**src/rtl/tia_collision_readback_pkg.sv**
```systemverilog
// Shared definitions for the TIA collision/input-latch read side: register
// addresses, latch indices and the object-overlap decode.
package tia_collision_readback_pkg;

    localparam int NUM_CX = 15;

    // Full 6-bit write addresses; writes are decoded on all address bits.
    localparam logic [5:0] ADDR_VBLANK = 6'h01;
    localparam logic [5:0] ADDR_CXCLR  = 6'h2C;
    localparam int         VBLANK_LATCH_BIT = 6;

    // Read registers, decoded on addr[3:0] only (TIA read mirrors).
    typedef enum logic [3:0] {
        RD_CXM0P  = 4'h0,
        RD_CXM1P  = 4'h1,
        RD_CXP0FB = 4'h2,
        RD_CXP1FB = 4'h3,
        RD_CXM0FB = 4'h4,
        RD_CXM1FB = 4'h5,
        RD_CXBLPF = 4'h6,
        RD_CXPPMM = 4'h7,
        RD_INPT4  = 4'hC,
        RD_INPT5  = 4'hD
    } rd_reg_e;

    // Collision latch indices, one per object pair.
    localparam int CX_M0P1 = 0;
    localparam int CX_M0P0 = 1;
    localparam int CX_M1P0 = 2;
    localparam int CX_M1P1 = 3;
    localparam int CX_P0PF = 4;
    localparam int CX_P0BL = 5;
    localparam int CX_P1PF = 6;
    localparam int CX_P1BL = 7;
    localparam int CX_M0PF = 8;
    localparam int CX_M0BL = 9;
    localparam int CX_M1PF = 10;
    localparam int CX_M1BL = 11;
    localparam int CX_BLPF = 12;
    localparam int CX_P0P1 = 13;
    localparam int CX_M0M1 = 14;

    typedef struct packed {
        logic p0;
        logic p1;
        logic m0;
        logic m1;
        logic bl;
        logic pf;
    } obj_t;

    function automatic logic [NUM_CX-1:0] collide(input obj_t o);
        logic [NUM_CX-1:0] r;
        r          = '0;
        r[CX_M0P1] = o.m0 & o.p1;
        r[CX_M0P0] = o.m0 & o.p0;
        r[CX_M1P0] = o.m1 & o.p0;
        r[CX_M1P1] = o.m1 & o.p1;
        r[CX_P0PF] = o.p0 & o.pf;
        r[CX_P0BL] = o.p0 & o.bl;
        r[CX_P1PF] = o.p1 & o.pf;
        r[CX_P1BL] = o.p1 & o.bl;
        r[CX_M0PF] = o.m0 & o.pf;
        r[CX_M0BL] = o.m0 & o.bl;
        r[CX_M1PF] = o.m1 & o.pf;
        r[CX_M1BL] = o.m1 & o.bl;
        r[CX_BLPF] = o.bl & o.pf;
        r[CX_P0P1] = o.p0 & o.p1;
        r[CX_M0M1] = o.m0 & o.m1;
        return r;
    endfunction

    function automatic logic is_read_addr(input logic [3:0] a);
        return (a <= 4'h7) || (a == RD_INPT4) || (a == RD_INPT5);
    endfunction

endpackage

```
**src/rtl/tia_set_latch.sv**
```systemverilog
// One-bit set-until-cleared latch: synchronous clear beats set, asynchronous
// active-low reset loads RST_VAL.
module tia_set_latch #(
    parameter logic RST_VAL = 1'b0
) (
    input  logic clk,
    input  logic reset_n,
    input  logic set,
    input  logic clr,
    output logic q
);

    always_ff @(posedge clk or negedge reset_n) begin
        if (!reset_n) begin
            q <= RST_VAL;
        end else if (clr) begin
            q <= 1'b0;
        end else if (set) begin
            q <= 1'b1;
        end
    end

endmodule

```
**src/rtl/tia_collision_readback.sv**
```systemverilog
// TIA collision and fire-button latches with their CPU read path (D7/D6),
// including CXCLR and the VBLANK input-latch enable.
module tia_collision_readback
    import tia_collision_readback_pkg::*;
(
    input  logic       clk,
    input  logic       reset_n,
    input  logic       pix_valid,
    input  logic       p0,
    input  logic       p1,
    input  logic       m0,
    input  logic       m1,
    input  logic       bl,
    input  logic       pf,
    input  logic       inpt4_n,
    input  logic       inpt5_n,
    input  logic       cs,
    input  logic       rw,
    input  logic [5:0] addr,
    input  logic [7:0] data_in,
    output logic [1:0] data_out,
    output logic       data_oe
);

    obj_t              obj;
    logic [NUM_CX-1:0] cx_set;
    logic [NUM_CX-1:0] cx_q;
    logic              cpu_wr;
    logic              cx_clr;
    logic              vblank_wr;
    logic              vblank_unlatch;
    logic              latch_en_reg;
    logic [1:0]        pin;
    logic [1:0]        in_q;
    logic [1:0]        in_set;
    logic [1:0]        in_clr;
    logic [1:0]        rd_bits;
    logic              rd_valid;
    logic              unused_data;

    assign obj = '{p0: p0, p1: p1, m0: m0, m1: m1, bl: bl, pf: pf};
    assign pin = {inpt5_n, inpt4_n};

    assign cpu_wr         = cs & ~rw;
    assign cx_clr         = cpu_wr & (addr == ADDR_CXCLR);
    assign vblank_wr      = cpu_wr & (addr == ADDR_VBLANK);
    assign vblank_unlatch = vblank_wr & ~data_in[VBLANK_LATCH_BIT];
    assign unused_data    = ^{data_in[7], data_in[5:0]};

    assign cx_set = pix_valid ? collide(obj) : '0;

    generate
        for (genvar gi = 0; gi < NUM_CX; gi++) begin : g_cx
            tia_set_latch #(.RST_VAL(1'b0)) u_cx (
                .clk     (clk),
                .reset_n (reset_n),
                .set     (cx_set[gi]),
                .clr     (cx_clr),
                .q       (cx_q[gi])
            );
        end
    endgenerate

    always_ff @(posedge clk or negedge reset_n) begin
        if (!reset_n) begin
            latch_en_reg <= 1'b0;
        end else if (vblank_wr) begin
            latch_en_reg <= data_in[VBLANK_LATCH_BIT];
        end
    end

    // Input latches idle at 1 while latching is off (or being switched off),
    // and only start catching a low pin once latch_en is already 1.
    generate
        for (genvar gi = 0; gi < 2; gi++) begin : g_inpt
            assign in_set[gi] = ~latch_en_reg | vblank_unlatch;
            assign in_clr[gi] = latch_en_reg & ~pin[gi] & ~vblank_unlatch;

            tia_set_latch #(.RST_VAL(1'b1)) u_in (
                .clk     (clk),
                .reset_n (reset_n),
                .set     (in_set[gi]),
                .clr     (in_clr[gi]),
                .q       (in_q[gi])
            );
        end
    endgenerate

    always_comb begin
        rd_bits = 2'b00;
        case (addr[3:0])
            RD_CXM0P:  rd_bits = {cx_q[CX_M0P1], cx_q[CX_M0P0]};
            RD_CXM1P:  rd_bits = {cx_q[CX_M1P0], cx_q[CX_M1P1]};
            RD_CXP0FB: rd_bits = {cx_q[CX_P0PF], cx_q[CX_P0BL]};
            RD_CXP1FB: rd_bits = {cx_q[CX_P1PF], cx_q[CX_P1BL]};
            RD_CXM0FB: rd_bits = {cx_q[CX_M0PF], cx_q[CX_M0BL]};
            RD_CXM1FB: rd_bits = {cx_q[CX_M1PF], cx_q[CX_M1BL]};
            RD_CXBLPF: rd_bits = {cx_q[CX_BLPF], 1'b0};
            RD_CXPPMM: rd_bits = {cx_q[CX_P0P1], cx_q[CX_M0M1]};
            RD_INPT4:  rd_bits = {(latch_en_reg ? (in_q[0] & pin[0]) : pin[0]), 1'b0};
            RD_INPT5:  rd_bits = {(latch_en_reg ? (in_q[1] & pin[1]) : pin[1]), 1'b0};
            default:   rd_bits = 2'b00;
        endcase
    end

    assign rd_valid = cs & rw & is_read_addr(addr[3:0]);

    always_ff @(posedge clk or negedge reset_n) begin
        if (!reset_n) begin
            data_oe  <= 1'b0;
            data_out <= 2'b00;
        end else begin
            data_oe  <= rd_valid;
            data_out <= rd_valid ? rd_bits : 2'b00;
        end
    end

endmodule

```
**config.mk**
```make
export PLATFORM = sky130hd
export DESIGN_NAME = tia_collision_readback
export DESIGN_NICKNAME = d
export VERILOG_FILES = /design/src/rtl/tia_collision_readback_pkg.sv /design/src/rtl/tia_set_latch.sv /design/src/rtl/tia_collision_readback.sv
export SDC_FILE = /design/constraint.sdc
export NUM_CORES = 1
export LEC_CHECK = 0
export BUFFER_PORTS_ARGS = -buffer_cell sky130_fd_sc_hd__buf_2
export CAP_MARGIN = 20
export CORE_MARGIN = 3
export CORE_UTILIZATION = 50
export DETAILED_ROUTE_END_ITERATION = 12
export GPL_TIMING_DRIVEN = 1
export PLACE_DENSITY = 0.76
export SYNTH_ARGS = -nofsm -noshare
export SYNTH_HDL_FRONTEND = slang
export SYNTH_HIERARCHICAL = 1
export SYNTH_SLANG_ARGS = --single-unit
```
**constraint.sdc**
```tcl
create_clock -name clk -period 1.5 [get_ports clk]
set_clock_uncertainty 0.1 [all_clocks]
set_input_delay 0.075 -clock clk [delete_from_list [all_inputs] [get_ports clk]]
set_output_delay 0.075 -clock clk [all_outputs]
set_load 0.02 [all_outputs]
```
Word-level counts from Yosys, hierarchy flattened

Index checks and enable logic that the tools add are counted.

Bits in registers: 21
Input bits: 27
Output and inout bits: 3
Word-level logic and storage cells: 124

Order comparisons: 1
Equality and inequality tests: 11
Mux-type cells: 38
Bitwise logic cells: 34
Reductions and logical operators: 20

Operators with widths:

| kind                                                           | count |
|---|---|
| two-way mux 1 bit                                              | 35 |
| nonzero test 2 bit                                             | 17 |
| bitwise AND 1 bit                                              | 27 |
| case mux 2 bit (10 select lines)                               | 1 |
| == test 4 x 3 -> 1 bit, second input constant                  | 4 |
| two-way mux 15 bit                                             | 1 |
| == test 4 x 2 -> 1 bit, second input constant                  | 2 |
| == test 4 bit, second input constant                           | 2 |
| == test 6 x 1 -> 1 bit, second input constant                  | 1 |
| == test 6 bit, second input constant                           | 1 |
| NOT 1 bit                                                      | 6 |
| == test 4 x 1 -> 1 bit, second input constant                  | 1 |
| less-or-equal comparator 4 x 3 -> 1 bit, second input constant | 1 |
| zero test 4 bit                                                | 1 |
| logical OR 1 bit                                               | 2 |
| two-way mux 2 bit                                              | 1 |
| OR 1 bit                                                       | 1 |

Longest topological paths before layout

Gate-level depths: netlist (run 1).

Depth in word-level cells: 7
Depth in mapped cells: 6
Gate-level depth less buffers: 5

By module

Netlist (run 1), hierarchy kept.

Modules (own cells, without submodules):

| module                              | times used | cells each | area an instance (sq um) |
|---|---|---|---|
| tia_collision_readback              | 1          | 65         | 526.8 |
| tia_set_latch at g_cx[0].u_cx ...   | 15         | 2          | 35.0 |
| tia_set_latch at g_inpt[0].u_in ... | 2          | 2          | 36.3 |

Least setup slack after synthesis (run 1)

No wires, ideal clock.

Kind: reg2reg
Start point: register g_cx[12].u_cx.q
End point: register data_out[1]
Setup time: 0.121 ns
Arrival: 1.069 ns
Path slack: 0.210 ns
Cell stages (with the launch flop): 5
Buffers on the path: 0
Path through: dfrtp_1 > mux2_2 > a22oi_2 > o221ai_2 > a22o_1

Longest elaborated chain between the ends: 2

RTL lines:

| item                             | line                          | RTL |
|---|---|---|
| start, declared                  | tia_set_latch.sv:10           | `output logic q` |
| start signal, assigned           | tia_set_latch.sv:15           | `q <= RST_VAL;` |
| start signal, assigned           | tia_set_latch.sv:17           | `q <= 1'b0;` |
| start signal, assigned           | tia_set_latch.sv:19           | `q <= 1'b1;` |
| case mux 2 bit (10 select lines) | tia_collision_readback.sv:91  | `case (addr[3:0])` |
| two-way mux 2 bit                | tia_collision_readback.sv:114 | `data_out <= rd_valid ? rd_bits : 2'b00;` |
| end signal, assigned             | tia_collision_readback.sv:114 |  |
| end, declared                    | tia_collision_readback.sv:21  | `output logic [1:0] data_out,` |

Every way passes these cells.
A chain may end at the register's enable or synchronous reset.

Worst setup path after layout (run 1)

Same ends and word-level chain as after synthesis.

==> summary.txt, run 1 <==
Setup path
  • Slowest CP cell: dfrtp_1
  • Bufs and invs on worst path: 0
  • Setup crit start kind: register
  • CP Data Arrival Time: 1.46 ns
  • Largest delay contributor family on the critical path: compound AO/OA/AOI/OAI gates
  • Crit end category: register
  • Worst-path fanout max: 2
  • CP peak stage delay: 0.39 ns
  • CP required: 1.60 ns
  • Setup Crit Path Kind: register to register
  • Critical Path, Cell by Cell: mux2_2 > a22oi_2 > o221ai_2 > a22o_1

CTS
  • Clock transition at the registers of the reported paths: 0.12 ns
  • Num CTS Buffers: 3
  • Clock root buffer master: clkbuf_4
  • CTS sink count: 21
  • CTS tree: yes
  • Worst skew pair latency: 0.31 ns
  • Setup bufs post-CTS: 0
  • Maximum root-to-sink buffer count: 2
  • H-tree Lvls: 1

STA
  • Final count of pins violating max slew: 0
  • Post-route clock period utilization: 0.909
  • Final Setup Violations: 0
  • RSZ-0062 raised after global routing: no
  • Slew @ Worst Pin: 0.466 ns
  • Final Hold Viols: 0
  • Setup TNS: 0 ns
  • Hold slack final: 0.0520 ns
  • Worst setup margin: 0.137 ns
  • Max Clock Freq: 734 MHz
  • Crit path time final: 1.36 ns
  • Max_slew headroom: 0.689

Yosys
  • Syn nets: 126
  • Synth top area share: 0.423
  • Ys flop type: dfrtp_1
  • Avg Inst Size Synth: 11.4 um2
  • Synth warn: 6
  • Post-synthesis cell count: 99
  • Async S/R FF share, synth: 1.00
  • EDFF count, synth: 0
  • Netlist Area Pre-Place: 1120 um2
  • Share of the yosys chip area belonging to registers: 0.469
  • Synth top area cells: dfrtp_1 (42%), o21ba_1 (15%), and3_1 (8.3%), dfstp_2 (4.7%), mux2i_1 (1.8%)
  • Synth unique cells: 35
  • Post-synthesis register bit count: 21
  • Post-synth top area cell: dfrtp_1

Detailed routing
  • DRT Pass-1 Iters: 4
  • Vias/cell: 5.56
  • Post-Route WL: 2.35 mm
  • Avg WL per Cell: 15.1 um
  • Antenna-violating nets left: 0
  • DRC: 0
  • Total number of vias: 868
  • Starting DRC count in detailed routing: 5

Floorplanning
  • Die H: 53.4 um
  • Die X: 53.4 um
  • Core Area: 2040 um2
  • I/O Pins: 30
  • FP Rows: 16
  • Die area: 2850 um2
  • Starting Density: 0.551

Place
  • Port Buf Inserts: 22
  • HPWL after DPL: 1.68 mm
  • Place WS: 0.144 ns
  • Routability cong.: 0.771

Cells and area
  • Largest Register: g_cx.u_cx/q
  • Commonest non-fill, non-tap cell in the layout: buf_2
  • Layout cells sized above 1: 0.271
  • Fin nets: 157
  • N_diodes: 0
  • Largest register FFs: 15
  • Area added between synthesis and finish: 19.4%
  • Most frequent cells in the layout: buf_2 (22), dfrtp_1 (19), o21ba_1 (17), and3_1 (15), dlygate4sd3_1 (6)
  • Core Util, Final: 0.657
  • Top flop regs: g_cx.u_cx/q (15), data_out (2), g_inpt.u_in/q (2)

Global route
  • First-pass GRT wire length: 3.78 mm
  • Total grt overflow: 0
  • GRT Overall Usage: 0.191
  • Pin count of the biggest net entering global routing: 22
  • Initial antenna violation count: 0
  • Vias in the first global route: 870

Status
  • Status: complete, no violations

Pwr
  • P_leak: 0.618 nW
  • Peak VDD IR: 0.000633 V
  • Total Power: 1.05 mW
  • Power Dens Cells: 782 nW/um2

Min path
  • HP Class: primary input to register

Run
  • # Max-Cap Violations: 0
==> where the power goes <==
part / total [mW] / internal (mW) / leakage [nW] / switching [mW]
sequential: 0.604 / 0.591 / 0.209 / 0.0126
clock: 0.274 / 0.104 / 0.0150 / 0.170
combinational: 0.171 / 0.0829 / 0.394 / 0.0882
total: 1.05 / 0.778 / 0.618 / 0.271
==> cells by family after synthesis <==
group | Yosys count | share of synthesized area
simple gates | 39 | 0.228
compound gates | 29 | 0.234
flops | 21 | 0.469
buf+inv | 6 | 0.0311
mux | 4 | 0.0378
==> per-stage QoR <==
| step | area, um2 | cells |
|---|---|---|
| detailed placement | 1260 | 146 |
| CTS | 1340 | 156 |
| finish | 1340 | 156 |
| global route | 1340 | 156 |
| global placement | 1260 | 146 |
| floorplan | 1120 | 99 |
==> per-layer routing <==
| metal | global-route usage | wire length [um] | vias to the layer above |
|---|---|---|---|
| met4 | 0.102 | 51 | 0 |
| met5 | 0 | 0 | - |
| li1 | - | - | 426 |
| met3 | 0.0338 | 100 | 5 |
| met1 | 0.228 | 1080 | 417 |
| met2 | 0.320 | 1110 | 20 |
==> Yosys cell counts (2+ instances only) <==
cell type,n
a21oi_1,3
and3_1,15
dfrtp_1,19
dfstp_2,2
inv_1,2
mux2i_1,2
nand2_1,3
nand2b_1,3
nand3b_1,2
nor2_1,5
nor2b_1,2
o21ai_1,2
o21ba_1,17
==> worst paths after layout <==
path / startpoint / end / slack (ns) / depth (start not counted)
min: addr[3] / data_out[0] / 0.05 / 3
min reg2reg: g_cx[10].u_cx/q / g_cx[10].u_cx/q / 0.39 / 1
max reg2reg: g_cx[12].u_cx/q / data_out[1] / 0.14 / 4
max in group asynchronous: reset_n / g_inpt[1].u_in/q / 0.81 / 2
min in group asynchronous: reset_n / g_cx[2].u_cx/q / 0.13 / 2
max: g_cx[12].u_cx/q / data_out[1] / 0.14 / 4
==> cell type report <==
| type | count | area, um2 |
|---|---|---|
| clock buffers | 4 | 26.3 |
| well taps | 27 | 33.8 |
| repair buffers | 30 | 185 |
| fillers | 178 | 699 |
| flip-flops and latches | 21 | 528 |
| inverters | 2 | 7.51 |
| multi-input cells | 72 | 562 |
==> timing repair <==
| item | CTS | global route |
|---|---|---|
| hold buffers | 6 | 0 |
| endpoints found under the hold margin | 25 | 0 |
| gates resized for setup | 0 | 0 |
==> worst reg2reg max path, delay by kind of cell, from the launching register on <==
family,cells,cell delay (ns)
AO/OA/AOI/OAI,3,0.49
flip-flops,1,0.39
multiplexers,1,0.27
Note: power is estimated with default switching activity, not from simulation.
==> run 2: changes to the inputs <==
--- a/config.mk
+++ b/config.mk
@@ -5,13 +5,14 @@
 export SDC_FILE = /design/constraint.sdc
 export NUM_CORES = 1
 export LEC_CHECK = 0
+export ABC_AREA = 1
 export BUFFER_PORTS_ARGS = -buffer_cell sky130_fd_sc_hd__buf_2
 export CAP_MARGIN = 20
 export CORE_MARGIN = 3
 export CORE_UTILIZATION = 50
 export DETAILED_ROUTE_END_ITERATION = 12
 export GPL_TIMING_DRIVEN = 1
-export PLACE_DENSITY = 0.76
+export PLACE_DENSITY = 0.77
 export SYNTH_ARGS = -nofsm -noshare
 export SYNTH_HDL_FRONTEND = slang
 export SYNTH_HIERARCHICAL = 1
==> run 2 against run 1 <==
Cell area fell by 0.65%; sequential power up 1%; maximum frequency fell by 1.9%; synthesized cell count up 62%; clock power barely moved; critical path depth is 3 higher; utilization rose by 0.22 points; critical path type is now primary input to register; largest cell class is now registers; largest power group unchanged.
==> summary.txt, run 2 <==
Status
  • Status: complete, no violations (unchanged)

Pwr
  • Peak VDD IR: 0.000437 V (was 0.000633 V)
  • Sequential share of power: 0.576 (about the same)
  • Switching Fraction: 0.281 (was 0.258)
  • Total Power: 1.06 mW (was 1.05 mW)
  • Clock group share of total power: 0.261 (about the same)
  • Power Dens Cells: 794 nW/um2 (was 782 nW/um2)
  • Combinational share of power: 0.163 (about the same)
  • P_leak: 0.715 nW (was 0.618 nW)
  • Switching pwr: 297 uW (was 271 uW)
  • Int Pwr: 762 uW (was 778 uW)

CTS
  • CTS sink count: 21 (unchanged)
  • Post_cts resized: 0 (unchanged)
  • Maximum root-to-sink buffer count: 2 (unchanged)
  • Clock transition at the registers of the reported paths: 0.12 ns (about the same)
  • # hold bufs at CTS: 6 (unchanged)
  • Num CTS Buffers: 3 (unchanged)
  • Clock root buffer master: clkbuf_4 (unchanged)
  • H-tree Lvls: 1 (unchanged)
  • CTS tree: yes (unchanged)
  • Setup bufs post-CTS: 0 (unchanged)
  • Worst skew pair latency: 0.30 ns (was 0.31 ns)

Cells and area
  • N_diodes: 0 (unchanged)
  • Fin nets: 221 (was 157)
  • Commonest non-fill, non-tap cell in the layout: nor2_1 (was buf_2)
  • Top flop regs: g_cx.u_cx/q (15), data_out (2), g_inpt.u_in/q (2) (unchanged)
  • Most frequent cells in the layout: nor2_1 (61), nand2_1 (34), buf_2 (22), dfrtp_1 (19), inv_1 (17) (was buf_2 (22), dfrtp_1 (19), o21ba_1 (17), and3_1 (15), dlygate4sd3_1 (6))
  • Largest Register: g_cx.u_cx/q (unchanged)
  • Layout cells sized above 1: 0.187 (was 0.271)
  • Area added between synthesis and finish: 21.8% (was 19.4%)
  • Largest register FFs: 15 (unchanged)

Yosys
  • Synth cell count leaders: nor2_1 (61), nand2_1 (34), dfrtp_1 (19) (was dfrtp_1 (19), o21ba_1 (17), and3_1 (15))
  • Share of the yosys chip area belonging to registers: 0.482 (was 0.469)
  • Synth Area in Compound Gates: 0.0183 (was 0.234)
  • Post-synthesis register bit count: 21 (unchanged)
  • EDFF count, synth: 0 (unchanged)
  • Syn nets: 187 (was 126)
  • Most frequent cell after synthesis: nor2_1 (was dfrtp_1)
  • Avg Inst Size Synth: 6.84 um2 (was 11.4 um2)
  • Netlist Area Pre-Place: 1090 um2 (was 1120 um2)
  • Synth top area cells: dfrtp_1 (43%), nor2_1 (21%), nand2_1 (12%), nand3_1 (6.4%), inv_1 (5.8%) (was dfrtp_1 (42%), o21ba_1 (15%), and3_1 (8.3%), dfstp_2 (4.7%), mux2i_1 (1.8%))
  • Synth top area share: 0.434 (was 0.423)
  • Mux cell area share after synthesis: 0 (was 0.0378)
  • Synth Area in Adders: 0 (unchanged)
  • Post-synth top area cell: dfrtp_1 (unchanged)
  • Post-synthesis cell count: 160 (was 99)
  • Post-synthesis xor/xnor area fraction: 0 (unchanged)
  • Async S/R FF share, synth: 1.00 (unchanged)
  • Synth unique cells: 13 (was 35)
  • Simple-gate share of the synthesized area: 0.434 (was 0.228)
  • Ys flop type: dfrtp_1 (unchanged)
  • Synth warn: 6 (unchanged)
  • Largest family of logic cells by synthesized area: simple AND/OR/NAND/NOR gates (was compound AO/OA/AOI/OAI gates)

STA
  • Setup TNS: 0 ns (unchanged)
  • Final count of pins violating max slew: 0 (unchanged)
  • Final Hold Viols: 0 (unchanged)
  • Post-route clock period utilization: 0.926 (was 0.909)
  • Crit path time final: 1.39 ns (was 1.36 ns)
  • Worst setup margin: 0.111 ns (was 0.137 ns)
  • RSZ-0062 raised after global routing: no (unchanged)
  • Slew @ Worst Pin: 0.485 ns (was 0.466 ns)
  • Max_slew headroom: 0.677 (was 0.689)
  • Final Setup Violations: 0 (unchanged)
  • Max Clock Freq: 720 MHz (was 734 MHz)

Detailed routing
  • Total number of vias: 1083 (was 868)
  • Starting DRC count in detailed routing: 21 (was 5)
  • DRT Pass-1 Iters: 4 (unchanged)
  • Post-Route WL: 2.47 mm (was 2.35 mm)
  • Vias/cell: 4.92 (was 5.56)
  • Avg WL per Cell: 11.2 um (was 15.1 um)
  • Antenna-violating nets left: 0 (unchanged)
  • DRC: 0 (unchanged)

Setup path
  • Critical Path, Cell by Cell: dlygate4sd3_1 > buf_2 > nand2_1 > dlygate4sd3_1 > inv_1 > nand2_1 > inv_1 (was mux2_2 > a22oi_2 > o221ai_2 > a22o_1)
  • Critical Path Start: rw (was g_cx[12].u_cx/q)
  • Setup Crit Path Kind: primary input to register (was register to register)
  • Critical path endpoint: data_out[1] (unchanged)
  • Bufs and invs on worst path: 5 (was 0)
  • Crit end category: register (unchanged)
  • Slowest CP cell: dlygate4sd3_1 (was dfrtp_1)
  • Worst-path fanout max: 2 (unchanged)
  • Largest delay contributor family on the critical path: buffers and inverters (was compound AO/OA/AOI/OAI gates)
  • Worst r2r dst: data_out[1] (unchanged)
  • RR Startpoint: latch_en_reg (was g_cx[12].u_cx/q)
  • CP peak stage delay: 0.57 ns (was 0.39 ns)
  • CP required: 1.61 ns (was 1.60 ns)
  • CP Data Arrival Time: 1.50 ns (was 1.46 ns)
  • Stages on worst setup path: 7 (was 4)
  • Register-to-Register Path Depth: 9 (was 4)
  • Setup crit start kind: primary input (was register)
  • R2R Setup Slk: 0.32 ns (was 0.14 ns)

Floorplanning
  • Die X: 52.8 um (was 53.4 um)
  • I/O Pins: 30 (unchanged)
  • Die area: 2790 um2 (was 2850 um2)
  • Core Area: 2020 um2 (was 2040 um2)
  • FP Rows: 16 (unchanged)
  • Die H: 52.8 um (was 53.4 um)
  • Starting Density: 0.541 (was 0.551)

Place
  • HPWL after DPL: 1.84 mm (was 1.68 mm)
  • Port Buf Inserts: 22 (unchanged)
  • Place WS: 0.277 ns (was 0.144 ns)
  • Routability cong.: 0.826 (was 0.771)

Global route
  • Vias in the first global route: 1011 (was 870)
  • GRT Overall Usage: 0.204 (was 0.191)
  • Pin count of the biggest net entering global routing: 22 (unchanged)
  • First-pass GRT wire length: 4.09 mm (was 3.78 mm)
  • Total grt overflow: 0 (unchanged)
  • Initial antenna violation count: 0 (unchanged)

Run
  • # Max-Cap Violations: 0 (unchanged)

Min path
  • HP Class: primary input to register (unchanged)
[run 2: cell types whose count changed after synthesis, moves of 3 or more]
cell      before  now
nand2_1        3   34
nor2_1         5   61
nand2b_1       3    0
inv_1          2   17
o21ba_1       17    0
and3_1        15    0
nand3_1        1   14
nor2_2         0    3
[run 2: layout make-up]
class	count	area, um2
fillers	198	688
flip-flops and latches	21	528
multi-input cells	120	495
repair buffers	29	178
inverters	19	71.3
well taps	27	33.8
clock buffers	3	22.5
clock inverters	1	5.00
[run 2: how the worst min path moves through the flow]
stage	from	slack, ns	to	cells after the start
2_1_floorplan	reset_n	-0.32	data_oe	0
3_3_place_gp	reset_n	-0.06	latch_en_reg	1
3_5_place_dp	reset_n	-0.05	latch_en_reg	1
4_1_cts	p0	0.008	g_cx[5].u_cx/q	5
5_1_grt	p0	0.03	g_cx[5].u_cx/q	5
6_report	inpt4_n	0.01	g_inpt[0].u_in/q	5
[run 2: per-stage QoR]
| stage | area [um2] | util | instances | hold slack, ns |
|---|---|---|---|---|
| final | 1330 | 0.660 | 220 | 0.0126 |
| after CTS | 1330 | 0.660 | 220 | 0.00796 |
| after global routing | 1330 | 0.660 | 220 | 0.0277 |
| after floorplan | 1090 | - | 160 | -0.321 |
| after global placement | 1250 | 0.616 | 210 | -0.0556 |
| after detailed placement | 1250 | 0.616 | 210 | -0.0453 |
[run 2: power by group through the flow]
| stage | combinational [mW] | clock (mW) | sequential (mW) |
|---|---|---|---|
| 6_report | 0.173 | 0.277 | 0.610 |
| 5_1_grt | 0.199 | 0.303 | 0.612 |
| 4_1_cts | 0.173 | 0.281 | 0.609 |
| 3_5_place_dp | 0.160 | 0 | 0.620 |
| 3_3_place_gp | 0.155 | 0 | 0.619 |
| 2_1_floorplan | 0.0888 | 0 | 0.621 |
[run 2: layer usage]
layer	track usage	up-vias	share of wire	wire length, um
met5	0	-	0	0
met2	0.370	42	0.49	1200
met3	0.0370	2	0.075	186
li1	-	551	-	-
met1	0.234	488	0.43	1070
met4	0.0766	0	0.0041	10
[run 2: logic make-up after synthesis]
group,Yosys count
and+or+nand+nor,116
buffers and inverters,19
DFF,21
AOI/OAI and AO/OA,4
[run 2: worst min-delay path: stages]
cell and delay [ns]:
buf_2 0.11, nor2_1 0.10, nand2_1 0.06, inv_1 0.04
nor2_1 0.04
==> run 3: changes to the inputs <==
--- a/config.mk
+++ b/config.mk
@@ -5,14 +5,13 @@
 export SDC_FILE = /design/constraint.sdc
 export NUM_CORES = 1
 export LEC_CHECK = 0
-export ABC_AREA = 1
 export BUFFER_PORTS_ARGS = -buffer_cell sky130_fd_sc_hd__buf_2
 export CAP_MARGIN = 20
 export CORE_MARGIN = 3
 export CORE_UTILIZATION = 50
 export DETAILED_ROUTE_END_ITERATION = 12
 export GPL_TIMING_DRIVEN = 1
-export PLACE_DENSITY = 0.77
+export PLACE_DENSITY = 0.76
 export SYNTH_ARGS = -nofsm -noshare
 export SYNTH_HDL_FRONTEND = slang
 export SYNTH_HIERARCHICAL = 1
==> constraint.sdc (replaced) <==
create_clock -name clk -period 1.4 [get_ports clk]
set_clock_uncertainty 0.1 [all_clocks]
set_input_delay 0.07 -clock clk [delete_from_list [all_inputs] [get_ports clk]]
set_output_delay 0.07 -clock clk [all_outputs]
set_load 0.02 [all_outputs]
==> run 3 against run 2 <==
Die area increased by 2.4%; global-route usage decreased by 1.5 points; critical path depth decreased by 3; first-iteration DRC count decreased by 29%; via count decreased by 17%; combinational power increased by 6%; highest routed layer unchanged; largest cell class is now multi-input gates; worst setup slack got worse by 0.074 ns; critical endpoint unchanged; flip-flop and latch count unchanged; total power increased by 4.6%.
==> summary.txt, run 3 (synthesis results as in run 1) <==
Global route
  • Total grt overflow: 0 (unchanged)
  • Vias in the first global route: 847 (was 1011)
  • First-pass GRT wire length: 3.79 mm (was 4.09 mm)
  • Pin count of the biggest net entering global routing: 22 (unchanged)
  • GRT Overall Usage: 0.189 (was 0.204)
  • Initial antenna violation count: 0 (unchanged)

Detailed routing
  • Starting DRC count in detailed routing: 15 (was 21)
  • Avg WL per Cell: 14.9 um (was 11.2 um)
  • DRC: 0 (unchanged)
  • Post-Route WL: 2.33 mm (was 2.47 mm)
  • DRT Pass-1 Iters: 4 (unchanged)
  • Total number of vias: 895 (was 1083)
  • Vias/cell: 5.74 (was 4.92)
  • Antenna-violating nets left: 0 (unchanged)

Cells and area
  • Top flop regs: g_cx.u_cx/q (15), data_out (2), g_inpt.u_in/q (2) (unchanged)
  • Layout filler cell count: 175 (was 198)
  • Area added between synthesis and finish: 19.1% (was 21.8%)
  • Layout cells sized above 1: 0.279 (was 0.187)
  • Largest Register: g_cx.u_cx/q (unchanged)
  • Commonest non-fill, non-tap cell in the layout: buf_2 (was nor2_1)
  • Most frequent cells in the layout: buf_2 (22), dfrtp_1 (19), o21ba_1 (17), and3_1 (15) (was nor2_1 (61), nand2_1 (34), buf_2 (22), dfrtp_1 (19), inv_1 (17))
  • Largest register FFs: 15 (unchanged)
  • Core Util, Final: 0.656 (was 0.660)
  • N_diodes: 0 (unchanged)
  • Fin nets: 157 (was 221)

CTS
  • Maximum root-to-sink buffer count: 2 (unchanged)
  • H-tree Lvls: 1 (unchanged)
  • Setup bufs post-CTS: 0 (unchanged)
  • CTS tree: yes (unchanged)
  • Clock root buffer master: clkbuf_4 (unchanged)
  • Num CTS Buffers: 3 (unchanged)
  • Clock transition at the registers of the reported paths: 0.11 ns (was 0.12 ns)
  • Post_cts resized: 0 (unchanged)
  • Worst skew pair latency: 0.29 ns (was 0.30 ns)
  • CTS sink count: 21 (unchanged)

Pwr
  • Power Dens Cells: 827 nW/um2 (was 794 nW/um2)
  • Total Power: 1.11 mW (was 1.06 mW)
  • P_leak: 0.619 nW (was 0.715 nW)
  • Peak VDD IR: 0.000544 V (was 0.000437 V)

Setup path
  • Setup crit start kind: register (was primary input)
  • Setup Crit Path Kind: register to register (was primary input to register)
  • Worst-path fanout max: 2 (unchanged)
  • Crit end category: register (unchanged)
  • CP Data Arrival Time: 1.45 ns (was 1.50 ns)
  • CP required: 1.49 ns (was 1.61 ns)

STA
  • Final Setup Violations: 0 (unchanged)
  • Post-route clock period utilization: 0.974
  • Hold slack final: 0.0294 ns (was 0.0126 ns)
  • Setup TNS: 0 ns (unchanged)
  • Slew @ Worst Pin: 0.467 ns (was 0.485 ns)
  • Max_slew headroom: 0.689 (was 0.677)
  • Max Clock Freq: 734 MHz
  • Final count of pins violating max slew: 0 (unchanged)
  • Crit path time final: 1.36 ns
  • RSZ-0062 raised after global routing: no (unchanged)
  • Final Hold Viols: 0 (unchanged)

Floorplanning
  • Die H: 53.4 um (was 52.8 um)
  • Die area: 2850 um2 (was 2790 um2)
  • FP Rows: 16 (unchanged)
  • I/O Pins: 30 (unchanged)
  • Core Area: 2040 um2 (was 2020 um2)
  • Die X: 53.4 um (was 52.8 um)
  • Starting Density: 0.551 (was 0.541)

Run
  • # Max-Cap Violations: 0 (unchanged)

Min path
  • HP Class: primary input to register (unchanged)

Place
  • HPWL after DPL: 1.73 mm (was 1.84 mm)
  • Port Buf Inserts: 22 (unchanged)
  • Routability cong.: 0.780 (was 0.826)

Status
  • Status: complete, no violations (unchanged)
==> run 3: worst paths after layout <==
path / start / endpoint / slack (ns) / cells past startpoint
max in group asynchronous: reset_n / g_inpt[0].u_in/q / 0.71 / 2
min: inpt4_n / g_inpt[0].u_in/q / 0.03 / 3
max: g_cx[12].u_cx/q / data_out[1] / 0.04 / 4
max reg2reg: g_cx[12].u_cx/q / data_out[1] / 0.04 / 4
min in group asynchronous: reset_n / g_cx[0].u_cx/q / 0.15 / 2
min reg2reg: g_cx[10].u_cx/q / g_cx[10].u_cx/q / 0.39 / 1
==> run 3: repair_timing <==
item                                    4_1_cts  5_1_grt
hold buffers                                  5        0
endpoints found under the hold margin        24        0
endpoints found under the setup margin        0        0
==> run 3: critical path, stage by stage (launching register included) <==
cell      delay, ns
dfrtp_1        0.39
mux2_2         0.27
a22oi_2        0.15
o221ai_2       0.12
a22o_1         0.23
==> run 3: per-stage QoR <==
stage / cell area (um2) / instances / setup slack [ns]
floorplan: 1120 / 99 / 0.110
global placement: 1260 / 147 / 0.0708
finish: 1340 / 156 / 0.0368
global route: 1340 / 156 / 0.00401
detailed placement: 1260 / 147 / 0.0525
CTS: 1340 / 156 / 0.0383
==> run 3: area by class of cell <==
cell class | count | area (um2) | area share
inverters | 2 | 7.51 | 0.00560
clock buffers | 4 | 26.3 | 0.0196
flip-flops and latches | 21 | 528 | 0.394
multi-input cells | 72 | 562 | 0.419
repair buffers | 30 | 183 | 0.136
well taps | 27 | 33.8 | 0.0252
==> run 3: metal layers <==
layer,track usage,routed length [um]
met4,0.0638,10
met2,0.327,1150
met3,0.0338,124
met5,0,0
met1,0.234,1040
==> run 3: where the power goes <==
group          switching, mW  internal, mW  leakage [nW]
registers             0.0131         0.634         0.209
logic                 0.0958        0.0871         0.395
clock network          0.167         0.111        0.0150
total                  0.276         0.832         0.619
